===== src/rtl/cfg_stream_tx_pkg.sv =====
// ---------------------------------------------------------------------------
// cfg_stream_tx_pkg
//   Shared definitions for the NovaCORE configuration-port transmitter:
//   default bus widths, the transmitter FSM state encoding and a helper that
//   sizes the shared down-counter.
// ---------------------------------------------------------------------------
package cfg_stream_tx_pkg;

    localparam int DATA_W_DEF = 18;
    localparam int UID_W_DEF  = 4;

    typedef enum logic [2:0] {
        ST_IDLE = 3'd0,
        ST_MSU  = 3'd1,
        ST_LOAD = 3'd2,
        ST_LOW  = 3'd3,
        ST_HIGH = 3'd4,
        ST_TAIL = 3'd5
    } state_t;

    // Counter must hold DIV-1 and MODE_SU-1; never narrower than one bit.
    function automatic int cnt_width(input int div, input int msu);
        int m;
        m = (div > msu) ? div : msu;
        return (m <= 2) ? 1 : $clog2(m);
    endfunction

endpackage


===== src/rtl/cfg_stream_tx_fifo.sv =====
// ---------------------------------------------------------------------------
// cfg_fifo
//   Synchronous FIFO buffering (last, uid, word) tuples ahead of the
//   transmitter FSM. Read data is presented combinationally from the head.
// Ports
//   clk      in   system clock
//   rst_n    in   synchronous active-low reset; flushes all contents
//   push_i   in   write wdata_i this cycle
//   wdata_i  in   tuple to store
//   pop_i    in   drop the head entry this cycle
//   rdata_o  out  head entry (valid when empty_o = 0)
//   full_o   out  registered full flag (held high during reset)
//   empty_o  out  no entries stored
// ---------------------------------------------------------------------------
module cfg_fifo #(
    parameter int W     = 23,
    parameter int DEPTH = 4
) (
    input  logic         clk,
    input  logic         rst_n,
    input  logic         push_i,
    input  logic [W-1:0] wdata_i,
    input  logic         pop_i,
    output logic [W-1:0] rdata_o,
    output logic         full_o,
    output logic         empty_o
);

    localparam int AW = $clog2(DEPTH);
    localparam logic [AW:0] DEPTH_C = (AW+1)'(DEPTH);

    logic [W-1:0]  mem_q [DEPTH];
    logic [AW-1:0] wr_ptr_q, rd_ptr_q;
    logic [AW:0]   cnt_q, cnt_d;
    logic          full_q;
    logic          do_push, do_pop;

    assign do_pop  = pop_i && (cnt_q != '0);
    // A push into a full FIFO still succeeds when the head leaves the same cycle.
    assign do_push = push_i && ((cnt_q != DEPTH_C) || do_pop);

    always_comb begin
        cnt_d = cnt_q;
        case ({do_push, do_pop})
            2'b10:   cnt_d = cnt_q + 1'b1;
            2'b01:   cnt_d = cnt_q - 1'b1;
            default: cnt_d = cnt_q;
        endcase
    end

    always_ff @(posedge clk) begin
        if (!rst_n) begin
            wr_ptr_q <= '0;
            rd_ptr_q <= '0;
            cnt_q    <= '0;
            // Reported full while in reset so the producer sees no ready.
            full_q   <= 1'b1;
        end else begin
            if (do_push) wr_ptr_q <= wr_ptr_q + 1'b1;
            if (do_pop)  rd_ptr_q <= rd_ptr_q + 1'b1;
            cnt_q  <= cnt_d;
            full_q <= (cnt_d == DEPTH_C);
        end
    end

    always_ff @(posedge clk) begin
        if (do_push) mem_q[wr_ptr_q] <= wdata_i;
    end

    assign rdata_o = mem_q[rd_ptr_q];
    assign full_o  = full_q;
    assign empty_o = (cnt_q == '0);

endmodule


===== src/rtl/cfg_stream_tx.sv =====
// ---------------------------------------------------------------------------
// cfg_stream_tx
//   Transmitter side of the NovaCORE configuration port. Buffers
//   (uid, word, last) tuples from the loader and, per session, drives mode,
//   c_bus, c_uid and the c_clk strobe sampled by the fabric on its rising edge.
// Ports
//   clk       in   system clock
//   rst_n     in   synchronous active-low reset
//   start     in   begins a session (ignored while busy or in the done cycle)
//   in_valid  in   tuple valid
//   in_ready  out  tuple accepted on in_valid & in_ready (input FIFO not full)
//   in_uid    in   target unit id
//   in_data   in   configuration word
//   in_last   in   final tuple of the session
//   mode      out  configuration mode to fabric
//   c_bus     out  configuration data to fabric
//   c_uid     out  configuration unit id to fabric
//   c_clk     out  configuration strobe to fabric
//   busy      out  session in progress
//   done      out  one-cycle pulse at session end
// ---------------------------------------------------------------------------
module cfg_stream_tx
    import cfg_stream_tx_pkg::*;
#(
    parameter int DATA_W     = DATA_W_DEF,
    parameter int UID_W      = UID_W_DEF,
    parameter int DIV        = 4,
    parameter int MODE_SU    = 8,
    parameter int FIFO_DEPTH = 4
) (
    input  logic              clk,
    input  logic              rst_n,
    input  logic              start,
    input  logic              in_valid,
    output logic              in_ready,
    input  logic [UID_W-1:0]  in_uid,
    input  logic [DATA_W-1:0] in_data,
    input  logic              in_last,
    output logic              mode,
    output logic [DATA_W-1:0] c_bus,
    output logic [UID_W-1:0]  c_uid,
    output logic              c_clk,
    output logic              busy,
    output logic              done
);

    localparam int TUP_W = UID_W + DATA_W + 1;
    localparam int CNT_W = cnt_width(DIV, MODE_SU);
    localparam logic [CNT_W-1:0] DIV_LD = CNT_W'(DIV - 1);
    localparam logic [CNT_W-1:0] MSU_LD = CNT_W'(MODE_SU - 1);

    state_t            state_q, state_d;
    logic [CNT_W-1:0]  cnt_q, cnt_d;
    logic              mode_q, mode_d;
    logic              c_clk_q, c_clk_d;
    logic              busy_q, busy_d;
    logic              done_q, done_d;
    logic              last_q, last_d;
    logic [DATA_W-1:0] bus_q, bus_d;
    logic [UID_W-1:0]  uid_q, uid_d;

    logic              fifo_push, fifo_pop, fifo_full, fifo_empty;
    logic [TUP_W-1:0]  fifo_wdata, fifo_rdata;
    logic              fifo_last;
    logic [UID_W-1:0]  fifo_uid;
    logic [DATA_W-1:0] fifo_data;

    assign in_ready   = !fifo_full;
    assign fifo_push  = in_valid && in_ready;
    assign fifo_wdata = {in_last, in_uid, in_data};
    assign {fifo_last, fifo_uid, fifo_data} = fifo_rdata;

    cfg_fifo #(
        .W     (TUP_W),
        .DEPTH (FIFO_DEPTH)
    ) u_fifo (
        .clk     (clk),
        .rst_n   (rst_n),
        .push_i  (fifo_push),
        .wdata_i (fifo_wdata),
        .pop_i   (fifo_pop),
        .rdata_o (fifo_rdata),
        .full_o  (fifo_full),
        .empty_o (fifo_empty)
    );

    always_comb begin
        state_d  = state_q;
        cnt_d    = cnt_q;
        mode_d   = mode_q;
        c_clk_d  = c_clk_q;
        busy_d   = busy_q;
        done_d   = 1'b0;
        last_d   = last_q;
        bus_d    = bus_q;
        uid_d    = uid_q;
        fifo_pop = 1'b0;
        case (state_q)
            ST_IDLE: begin
                mode_d  = 1'b0;
                c_clk_d = 1'b0;
                busy_d  = 1'b0;
                // done_q marks the completion cycle; a start there is dropped.
                if (start && !done_q) begin
                    state_d = ST_MSU;
                    busy_d  = 1'b1;
                    mode_d  = 1'b1;
                    cnt_d   = MSU_LD;
                end
            end
            ST_MSU: begin
                if (cnt_q == '0) state_d = ST_LOAD;
                else             cnt_d   = cnt_q - 1'b1;
            end
            ST_LOAD: begin
                // Empty FIFO stalls here with c_clk low and the bus held.
                if (!fifo_empty) begin
                    fifo_pop = 1'b1;
                    bus_d    = fifo_data;
                    uid_d    = fifo_uid;
                    last_d   = fifo_last;
                    state_d  = ST_LOW;
                    cnt_d    = DIV_LD;
                end
            end
            ST_LOW: begin
                if (cnt_q == '0) begin
                    state_d = ST_HIGH;
                    c_clk_d = 1'b1;
                    cnt_d   = DIV_LD;
                end else begin
                    cnt_d = cnt_q - 1'b1;
                end
            end
            ST_HIGH: begin
                if (cnt_q == '0) begin
                    c_clk_d = 1'b0;
                    if (last_q) begin
                        state_d = ST_TAIL;
                        cnt_d   = DIV_LD;
                    end else begin
                        state_d = ST_LOAD;
                    end
                end else begin
                    cnt_d = cnt_q - 1'b1;
                end
            end
            ST_TAIL: begin
                if (cnt_q == '0) begin
                    state_d = ST_IDLE;
                    mode_d  = 1'b0;
                    busy_d  = 1'b0;
                    done_d  = 1'b1;
                end else begin
                    cnt_d = cnt_q - 1'b1;
                end
            end
            default: state_d = ST_IDLE;
        endcase
    end

    always_ff @(posedge clk) begin
        if (!rst_n) begin
            state_q <= ST_IDLE;
            cnt_q   <= '0;
            mode_q  <= 1'b0;
            c_clk_q <= 1'b0;
            busy_q  <= 1'b0;
            done_q  <= 1'b0;
            last_q  <= 1'b0;
            bus_q   <= '0;
            uid_q   <= '0;
        end else begin
            state_q <= state_d;
            cnt_q   <= cnt_d;
            mode_q  <= mode_d;
            c_clk_q <= c_clk_d;
            busy_q  <= busy_d;
            done_q  <= done_d;
            last_q  <= last_d;
            bus_q   <= bus_d;
            uid_q   <= uid_d;
        end
    end

    assign mode  = mode_q;
    assign c_bus = bus_q;
    assign c_uid = uid_q;
    assign c_clk = c_clk_q;
    assign busy  = busy_q;
    assign done  = done_q;

endmodule


===== config.mk =====
export PLATFORM = sky130hd
export DESIGN_NAME = cfg_stream_tx
export DESIGN_NICKNAME = d
export VERILOG_FILES = /design/src/rtl/cfg_stream_tx_pkg.sv /design/src/rtl/cfg_stream_tx_fifo.sv /design/src/rtl/cfg_stream_tx.sv
export SDC_FILE = /design/constraint.sdc
export NUM_CORES = 1
export LEC_CHECK = 0
export CORE_MARGIN = 2
export CORE_UTILIZATION = 51
export CTS_BUF_LIST = sky130_fd_sc_hd__clkbuf_8 sky130_fd_sc_hd__clkbuf_16
export CTS_CLUSTER_DIAMETER = 100
export DETAILED_ROUTE_END_ITERATION = 12
export HOLD_SLACK_MARGIN = 0.1
export PLACE_DENSITY = 0.88
export SYNTH_ARGS = -nofsm -noshare
export SYNTH_HDL_FRONTEND = slang
export SYNTH_SLANG_ARGS = --single-unit

===== constraint.sdc =====
create_clock -name clk -period 2.7 [get_ports clk]
set_clock_uncertainty 0.1 [all_clocks]
set_input_delay 0.54 -clock clk [delete_from_list [all_inputs] [get_ports clk]]
set_output_delay 0.54 -clock clk [all_outputs]
set_load 0.01 [all_outputs]

==> metrics.txt <==
outcome completed; share of cells above drive strength 1 18.6%; HPWL after detailed placement 6630 um; FF-to-FF End u_fifo.cnt_q[2]$_SDFF_PN0_; WL final 10,900 um; clock share of power 40.5%; Flop pwr share 43.5%; Residual DRC 0; critical path required time 2.98 ns; Die ar. 11,100 um2; Core ar. 10,200 um2; FMAX 409 MHz; post-synthesis sequential area ratio 67.7%; Main synth FF type edfxtp_1; I/O pin total 54; Post-Synthesis Cells 358; RSZ-0062 raised after global routing no; Worst Hold Path Cells 2; Seq cells post-synth 132; syn_area_per_cell 14.7 um2; number of vias per cell 5.65; post-CTS setup buffers 0; Worst Setup End Kind flip-flop; critical path launch point type flip-flop; GRT overflow 0; Lkg Pwr 2.22 nW; Port Buffer Count 53; diodes inserted 0; clk_lat worst skew 0.51 ns; vias in the first global route 3,291; met1 Usage GRT 23.7%; Net count, final 462; # hold bufs at CTS 0; Reg clk slew, reported paths 0.06 ns; clock tree buffer depth 2; Initial Util 51.7%; Peak VDD IR 0.000784 V; number of synthesized flops with an enable pin 92; Net Sw Frac 25.8%; gpl congestion 0.826; largest net degree at the start of global routing 33; Post-Syn Nets 392; Post-synth ARST share 0%; Psw 1.41 mW; Worst Hold Path EP c_bus[2]$_SDFFE_PN0P_; Mapped Area 5260 um2; max_cap viols 0; post-synthesis cell type count 53; CTS Sinks 132; Top Usage Layer GRT met2; P&R area growth vs syn 25.2%; Logic pwr share 15.9%; minimum clock period 2.44 ns; Final Slew Violations 0; GRT Total Usage 20.3%; M2 GR Usage 36.7%; warnings from Yosys 0; clock buffer count from CTS 17; die extent in y 106 um; First DRT Iteration DRCs 230; FF-to-FF setup slack 0.26 ns; Initial DRT Pass Iterations 5; Fin. Hold Viols 0; H-tree lvl count 4; clock root cell clkbuf_8; worst hold path class reg2reg; kind of critical path reg2reg; Worst Path Max Fanout 6; r2r worst-path depth 7; CTS tree yes; reg-to-reg startpoint state_q[2]$_SDFFE_PN0P_; initial antenna violation count 0; fin crit share 90.5%; Die X 106 um; Slew @ Worst Pin 0.700 ns; Routed Antenna Nets 0; endpoints failing setup 0; first-pass GRT wire length 16,900 um; # resized after CTS 0; via count 3,259; internal power 4.07 mW; PwrDens 832 nW/um2; FP Rows 37; worst rel slew slack 53.0%; HP Start c_bus[2]$_SDFFE_PN0P_; Finished Layout Cells 577; met3 Track Usage GR 4.08%; Critical Path AT 2.73 ns; final core occ 64.7%; Routed WL per cell 18.9 um; placed instance count 545
==> layout make-up <==
type,instances,area (um2)
clock inverter,14,153
inverter,9,33.8
clock buffer,18,428
timing repair buffer,72,686
multi-input combinational,196,1550
tap,136,170
fill,704,3600
sequential,132,3560
==> routing by layer <==
layer	up-vias	wire, um
met5	-	0
li1	1477	-
met3	14	526
met1	1636	4190
met2	132	6020
met4	0	160
==> cells by family after synthesis <==
kind of cell / count (synthesis) / synth area share (%)
xor+xnor: 3 / 0.499
compound gates: 57 / 7.20
flops: 132 / 67.7
mux: 24 / 10.0
buf+inv: 30 / 2.81
simple gates: 105 / 9.94
fa+ha+maj: 7 / 1.81
==> cell usage in the layout, fill, tap and decap left out, drive strengths merged, types with 2 or more instances in the layout <==
cell	count
clkinvlp	2
nor2	14
nor2b	6
nand3	4
nand2	51
dfxtp	40
or3b	3
edfxtp	92
clkbuf	18
o211ai	4
a22oi	2
a21oi	27
nor3b	2
mux4	23
and2	5
inv	13
o21a	2
a221oi	2
clkinv	6
nor3	5
or3	2
xnor2	2
a21o	4
clkdlybuf4s50	53
buf	19
ha	6
o21ai	5
nand2b	5
a31oi	3
bufinv	2
==> worst max-delay path by stage <==
| stage | start | to | slack, ns | depth (start not counted) |
|---|---|---|---|---|
| 2_1_floorplan | state_q[2]$_SDFFE_PN0P_ | u_fifo.cnt_q[2]$_SDFF_PN0_ | 0.16 | 9 |
| 3_3_place_gp | in_valid | u_fifo.cnt_q[2]$_SDFF_PN0_ | 0.06 | 8 |
| 3_5_place_dp | in_valid | u_fifo.cnt_q[2]$_SDFF_PN0_ | -0.02 | 8 |
| 4_1_cts | state_q[1]$_SDFFE_PN0P_ | u_fifo.cnt_q[2]$_SDFF_PN0_ | 0.25 | 7 |
| 5_1_grt | state_q[2]$_SDFFE_PN0P_ | u_fifo.cnt_q[2]$_SDFF_PN0_ | 0.15 | 7 |
| 6_report | state_q[2]$_SDFFE_PN0P_ | u_fifo.cnt_q[2]$_SDFF_PN0_ | 0.26 | 7 |
==> state kept, by name (all words and copies together), names as in the netlist, 2 cells and up <==
register	count
u_fifo.mem_q	92
c_bus	18
c_uid	4
cnt_q	3
state_q	3
u_fifo.cnt_q	3
u_fifo.rd_ptr_q	2
u_fifo.wr_ptr_q	2
==> power groups by stage <==
stage | Sequential [mW] | Combinational, mW | Clock [mW]
3_5_place_dp | 2.42 | 0.855 | 0
6_report | 2.38 | 0.873 | 2.22
5_1_grt | 2.40 | 0.948 | 2.32
2_1_floorplan | 2.41 | 0.587 | 0
4_1_cts | 2.38 | 0.870 | 2.24
3_3_place_gp | 2.41 | 0.824 | 0
==> Yosys cell counts (6+ instances only) <==
cell type	instances	area, um2
edfxtp_1	92	2760
nand2_1	51	191
dfxtp_1	40	801
a21oi_1	27	135
mux4_2	23	518
nor2_1	13	48.8
clkbuf_1	9	33.8
inv_1	8	30.0
buf_2	7	35.0
ha_1	6	75.1
nor2b_1	6	37.5
==> per-stage QoR <==
step | hold slack, ns | cell area [um2] | total power, mW | setup WS [ns] | TNS, ns
final | 0.357 | 6590 | 5.48 | 0.258 | 0
after global routing | 0.376 | 6590 | 5.67 | 0.152 | 0
after CTS | 0.358 | 6590 | 5.50 | 0.253 | 0
after detailed placement | 0.350 | 6010 | 3.28 | -0.0225 | -0.0225
after global placement | 0.345 | 6010 | 3.23 | 0.0611 | 0
after floorplan | 0.359 | 5260 | 3.00 | 0.164 | 0
==> critical path, cell delays in order (launching register included) <==
cell and delay, ns:
dfxtp_1 0.30, or3b_1 0.54, nor3_2 0.19, inv_1 0.08, fa_1 0.39, or3_1 0.43, a31oi_1 0.19, a21oi_1 0.08
(Power assumes the default switching activity.)
